==> src/rtl/bin_to_bcd_seq.sv <==
// Sequential double-dabble binary to 4-digit BCD converter with start/busy/done handshake.
// Optional macro BCD_CLAMP_EN: saturate to 9999 and raise ovf when the value exceeds 9999.
module bin_to_bcd_seq #(
   parameter int WIDTH = 14
) (
   input  logic             clk_100MHz,
   input  logic             reset,
   input  logic             start,
   input  logic [WIDTH-1:0] bin,
   output logic [3:0]       ones,
   output logic [3:0]       tens,
   output logic [3:0]       hundreds,
   output logic [3:0]       thousands,
   output logic             busy,
   output logic             done,
   output logic             ovf
);

   localparam int CW = $clog2(WIDTH);
   localparam logic [CW-1:0] LAST = CW'(WIDTH - 1);

   localparam logic [1:0] S_IDLE  = 2'd0;
   localparam logic [1:0] S_SHIFT = 2'd1;
   localparam logic [1:0] S_DONE  = 2'd2;

   logic [1:0]       state_q, state_d;
   logic [WIDTH-1:0] shift_q, shift_d;
   logic [19:0]      scratch_q, scratch_d;
   logic [CW-1:0]    cnt_q, cnt_d;
   logic [15:0]      digits_q, digits_d;
   logic             busy_q, busy_d;
   logic             done_q, done_d;
   logic             ovf_q, ovf_d;
   logic [19:0]      adj;
   logic             unused_adj_msb;

   // Add-3 correction applied to every nibble before this cycle's shift.
   always_comb begin
      adj = scratch_q;
      for (int i = 0; i < 5; i++) begin
         if (scratch_q[4*i +: 4] >= 4'd5)
            adj[4*i +: 4] = scratch_q[4*i +: 4] + 4'd3;
      end
   end

   // The top bit can never be set for WIDTH <= 14, so it falls off the shift.
   assign unused_adj_msb = adj[19];

   always_comb begin
      state_d   = state_q;
      shift_d   = shift_q;
      scratch_d = scratch_q;
      cnt_d     = cnt_q;
      digits_d  = digits_q;
      busy_d    = busy_q;
      done_d    = 1'b0;
      ovf_d     = ovf_q;
      case (state_q)
         S_IDLE: begin
            if (start) begin
               shift_d   = bin;
               scratch_d = '0;
               cnt_d     = '0;
               busy_d    = 1'b1;
               state_d   = S_SHIFT;
            end
         end
         S_SHIFT: begin
            scratch_d = {adj[18:0], shift_q[WIDTH-1]};
            shift_d   = {shift_q[WIDTH-2:0], 1'b0};
            cnt_d     = cnt_q + 1'b1;
            if (cnt_q == LAST)
               state_d = S_DONE;
         end
         S_DONE: begin
`ifdef BCD_CLAMP_EN
            if (scratch_q[19:16] != 4'd0) begin
               digits_d = 16'h9999;
               ovf_d    = 1'b1;
            end else begin
               digits_d = scratch_q[15:0];
               ovf_d    = 1'b0;
            end
`else
            digits_d = scratch_q[15:0];
            ovf_d    = 1'b0;
`endif
            done_d  = 1'b1;
            busy_d  = 1'b0;
            state_d = S_IDLE;
         end
         default: state_d = S_IDLE;
      endcase
   end

   always_ff @(posedge clk_100MHz or posedge reset) begin
      if (reset) begin
         state_q   <= S_IDLE;
         shift_q   <= '0;
         scratch_q <= '0;
         cnt_q     <= '0;
         digits_q  <= '0;
         busy_q    <= 1'b0;
         done_q    <= 1'b0;
         ovf_q     <= 1'b0;
      end else begin
         state_q   <= state_d;
         shift_q   <= shift_d;
         scratch_q <= scratch_d;
         cnt_q     <= cnt_d;
         digits_q  <= digits_d;
         busy_q    <= busy_d;
         done_q    <= done_d;
         ovf_q     <= ovf_d;
      end
   end

   assign thousands = digits_q[15:12];
   assign hundreds  = digits_q[11:8];
   assign tens      = digits_q[7:4];
   assign ones      = digits_q[3:0];
   assign busy      = busy_q;
   assign done      = done_q;
   assign ovf       = ovf_q;

endmodule

==> config.mk <==
export PLATFORM = sky130hd
export DESIGN_NAME = bin_to_bcd_seq
export DESIGN_NICKNAME = d
export VERILOG_FILES = /design/src/rtl/bin_to_bcd_seq.sv
export SDC_FILE = /design/constraint.sdc
export NUM_CORES = 1
export LEC_CHECK = 0
export ABC_AREA = 1
export CAP_MARGIN = 30
export CORE_ASPECT_RATIO = 0.9
export CORE_MARGIN = 10
export CORE_UTILIZATION = 42
export CTS_CLUSTER_DIAMETER = 30
export CTS_CLUSTER_SIZE = 16
export DETAILED_ROUTE_END_ITERATION = 8
export GPL_TIMING_DRIVEN = 0
export PLACE_DENSITY_LB_ADDON = 0.12
export SLEW_MARGIN = 10
export SYNTH_ARGS = -nofsm -noshare
export SYNTH_HDL_FRONTEND = slang
export SYNTH_SLANG_ARGS = --single-unit
export TNS_END_PERCENT = 50
==> constraint.sdc <==
create_clock -name clk_100MHz -period 2.3 [get_ports clk_100MHz]
set_input_delay 0.46 -clock clk_100MHz [delete_from_list [all_inputs] [get_ports clk_100MHz]]
set_output_delay 0.46 -clock clk_100MHz [all_outputs]
set_load 0.01 [all_outputs]
==> results.yml <==
timing:
  max_freq_mhz: 592
  final-max-slew-violation-count: 0
  fin_crit_sh_pct: 73.5
  fin_setup_tns_ps: 0
  fin_ws_ps: 610
  grt_setup_unrepaired: "no"
  worstMarginPinSlew_ps: 514
  period_minus_slack_ps: 1690
  finalSetupViolCount: 0
  fin_skew_ps: 8.32
  slew_headroom_pct: 65.7
  hold_viol: 0
  holdWs_ps: 488
worst_setup_path:
  crit_buf_inv: 1
  r2r_slack_ps: 970
  cp.arrival_ps: 1230
  rr_worst_depth: 4
  worstPathMaxFanout: 2
  cpPeakStageDelay_ps: 550
  r2r_end: "shift_q[10]"
  endpoint_kind: "output port"
  crit_chain: "clkdlybuf4s50_1"
  crit_required_ps: 1840
  start_kind: "flop"
  slowest_stage: "clkdlybuf4s50_1"
  critical_path.top_delay_family: "buffers and inverters"
  r2r-start: "state_q[0]"
  path_class: "reg -> out"
final_layout:
  nets: 388
  instances_no_fill: 434
  register_area_um2: 1350
  antenna_cells: 0
  fill_cells: 593
  final_area_um2: 3140
  drive_gt1_share_pct: 6.91
  area_delta_synth_final_pct: 20.8
  multi_input_comb_area_um2: 1010
detailed_routing:
  drt_iter0_markers: 85
  drc: 0
  routedWlPerCell_um: 13.0
  num_vias: 2130
  ant_nets: 0
  drt_pass1_iterations: 4
  viasPerCell: 4.91
  drt_wl_total_um: 5650
clock_tree:
  cts_hold_buffers: 0
  clock_path_buffers: 2
  clk_pin_slew_ps: 100
  htree_levels: 2
  clock_latency_ps: 310
  cts_made_buffers: 5
  cts_sinks: 54
  post_cts_buffers: 0
  cts_resized: 0
  cts-root-buf: "clkbuf_8"
  cts_tree: "done"
yosys:
  avgSynthCellArea_um2: 8.13
  ys_types: 18
  synth_compound_area_share_pct: 12.9
  synth-xor-area-share_pct: 0
  ys_seq_area_share_pct: 52.1
  ys_seq_elements: 54
  synth_cells: 319
  synthMuxAreaShare_pct: 0
  synth_area_um2: 2590
  yosys_warnings: 0
  synth_nets: 346
  synth_simple_gate_area_share_pct: 21.2
  synth_adder_area_share_pct: 4.82
  synth_top_family_by_area: "simple AND/OR/NAND/NOR gates"
placement:
  placed_area_um2: 3050
  place_hpwl_um: 4170
  place_inst: 426
  portBuffers: 34
  place_ws_ps: 438
  routabilityCongestion: 0.764
die:
  ioPinCount: 36
  rows: 27
  start_util_pct: 42.9
  die_width_um: 103
  fp.dieArea_um2: 9730
  coreArea_um2: 6050
  die_h_um: 94.6
power_and_ir_drop:
  vdd_drop_max_v: 0.000549
  p_per_area_nw_per_um2: 1190
  p_leak_nw: 1.55
global_route:
  grt_pass1_vias: 2051
  antenna_found_initial: 0
  grt_pass1_wl_um: 9820
  grt_max_degree: 32
  track_usage_pct: 12.7
  grt.overflow.total: 0
run:
  cap_violations: 0
worst_hold_path:
  hold_path_class: "in -> async"
outcome:
  status: "finished, final reports clean"
## metal layers
metal	GRT usage [%]	vias to the layer above	wire, um
met4	3.47	0	31
met3	3.50	2	224
li1	-	1103	-
met1	17.3	1002	2740
met5	0	-	0
met2	19.4	23	2660
## flip-flops by register name, summed over array words and instances, names as in the netlist
| register | count |
|---|---|
| digits_q | 16 |
| scratch_q | 16 |
| shift_q | 14 |
| cnt_q | 4 |
| state_q | 2 |
| busy | 1 |
| done | 1 |
## through the flow
stage | utilization, % | power [W]
6_report | 51.9 | 0.00374
5_1_grt | 51.9 | 0.00419
2_1_floorplan | - | 0.00271
4_1_cts | 51.9 | 0.00378
3_3_place_gp | 50.0 | 0.00320
3_5_place_dp | 50.4 | 0.00324
## worst max path at each step
| stage | from | to | slack [ps] | cells after the start |
|---|---|---|---|---|
| global placement | reset | scratch_q[6] | -510 | 2 |
| CTS | digits_q[0] | ones[0] | 580 | 1 |
| detailed placement | start | scratch_q[11] | 440 | 5 |
| global route | digits_q[0] | ones[0] | 530 | 1 |
| floorplan | reset | busy | 530 | 1 |
| finish | digits_q[0] | ones[0] | 610 | 1 |
## where the power goes
part | switching, W | internal, W | leakage [nW]
clock network | 0.000316 | 0.000215 | 0.0441
registers | 0.000227 | 0.00131 | 0.666
logic | 0.00101 | 0.000666 | 0.843
total | 0.00155 | 0.00219 | 1.55
## area by class of cell
type,instances,share of cell area [%]
flip-flops and latches,54,43.1
multi-input cells,209,32.4
repair buffers,35,11.5
inverters,44,5.27
well taps,72,2.87
clock buffers,5,2.19
plain buffers,12,2.04
clock inverters,3,0.678
## cells in the mapped netlist
cell,count,area [um2]
inv_2,3,11.3
dfrtp_1,54,1350
o21bai_1,3,22.5
o21ai_1,5,25.0
nand4_1,8,50.1
conb_1,1,3.75
buf_4,2,15.0
ha_1,10,125
inv_1,41,154
o21ai_2,1,8.76
nor2_1,5,18.8
clkbuf_1,1,3.75
buf_2,9,45.0
o22ai_1,3,18.8
nand2_1,99,372
a21oi_1,2,10.0
o21ai_0,50,250
nand3_1,22,110
## layout by cell type (no fill, tap or decap)
| master | count |
|---|---|
| conb_1 | 1 |
| buf_4 | 2 |
| dfrtp_1 | 54 |
| nand2_1 | 99 |
| o22ai_1 | 3 |
| nand3_1 | 22 |
| o21ai_0 | 50 |
| inv_1 | 40 |
| clkinv_4 | 1 |
| clkbuf_8 | 5 |
| o21ai_2 | 1 |
| ha_1 | 10 |
| nor2_1 | 5 |
| clkdlybuf4s50_1 | 34 |
| buf_2 | 9 |
| clkbuf_1 | 1 |
| nand4_1 | 8 |
| clkinvlp_4 | 1 |
| buf_12 | 1 |
| a21oi_1 | 2 |
| inv_2 | 4 |
| clkinv_2 | 1 |
| o21ai_1 | 5 |
| o21bai_1 | 3 |
## worst register-to-register path, delay by kind of cell (launching register included)
family                 cells  cell delay, ps
flip-flops                 1             420
AO/OA/AOI/OAI              2             490
buffers and inverters      2             340
## kinds of logic after synthesis
logic type | count (synthesis)
adders and majority gates | 10
and+or+nand+nor | 134
other | 1
buffers and inverters | 56
DFF | 54
AOI/OAI and AO/OA | 64
Power figures use the tool's default switching activity.
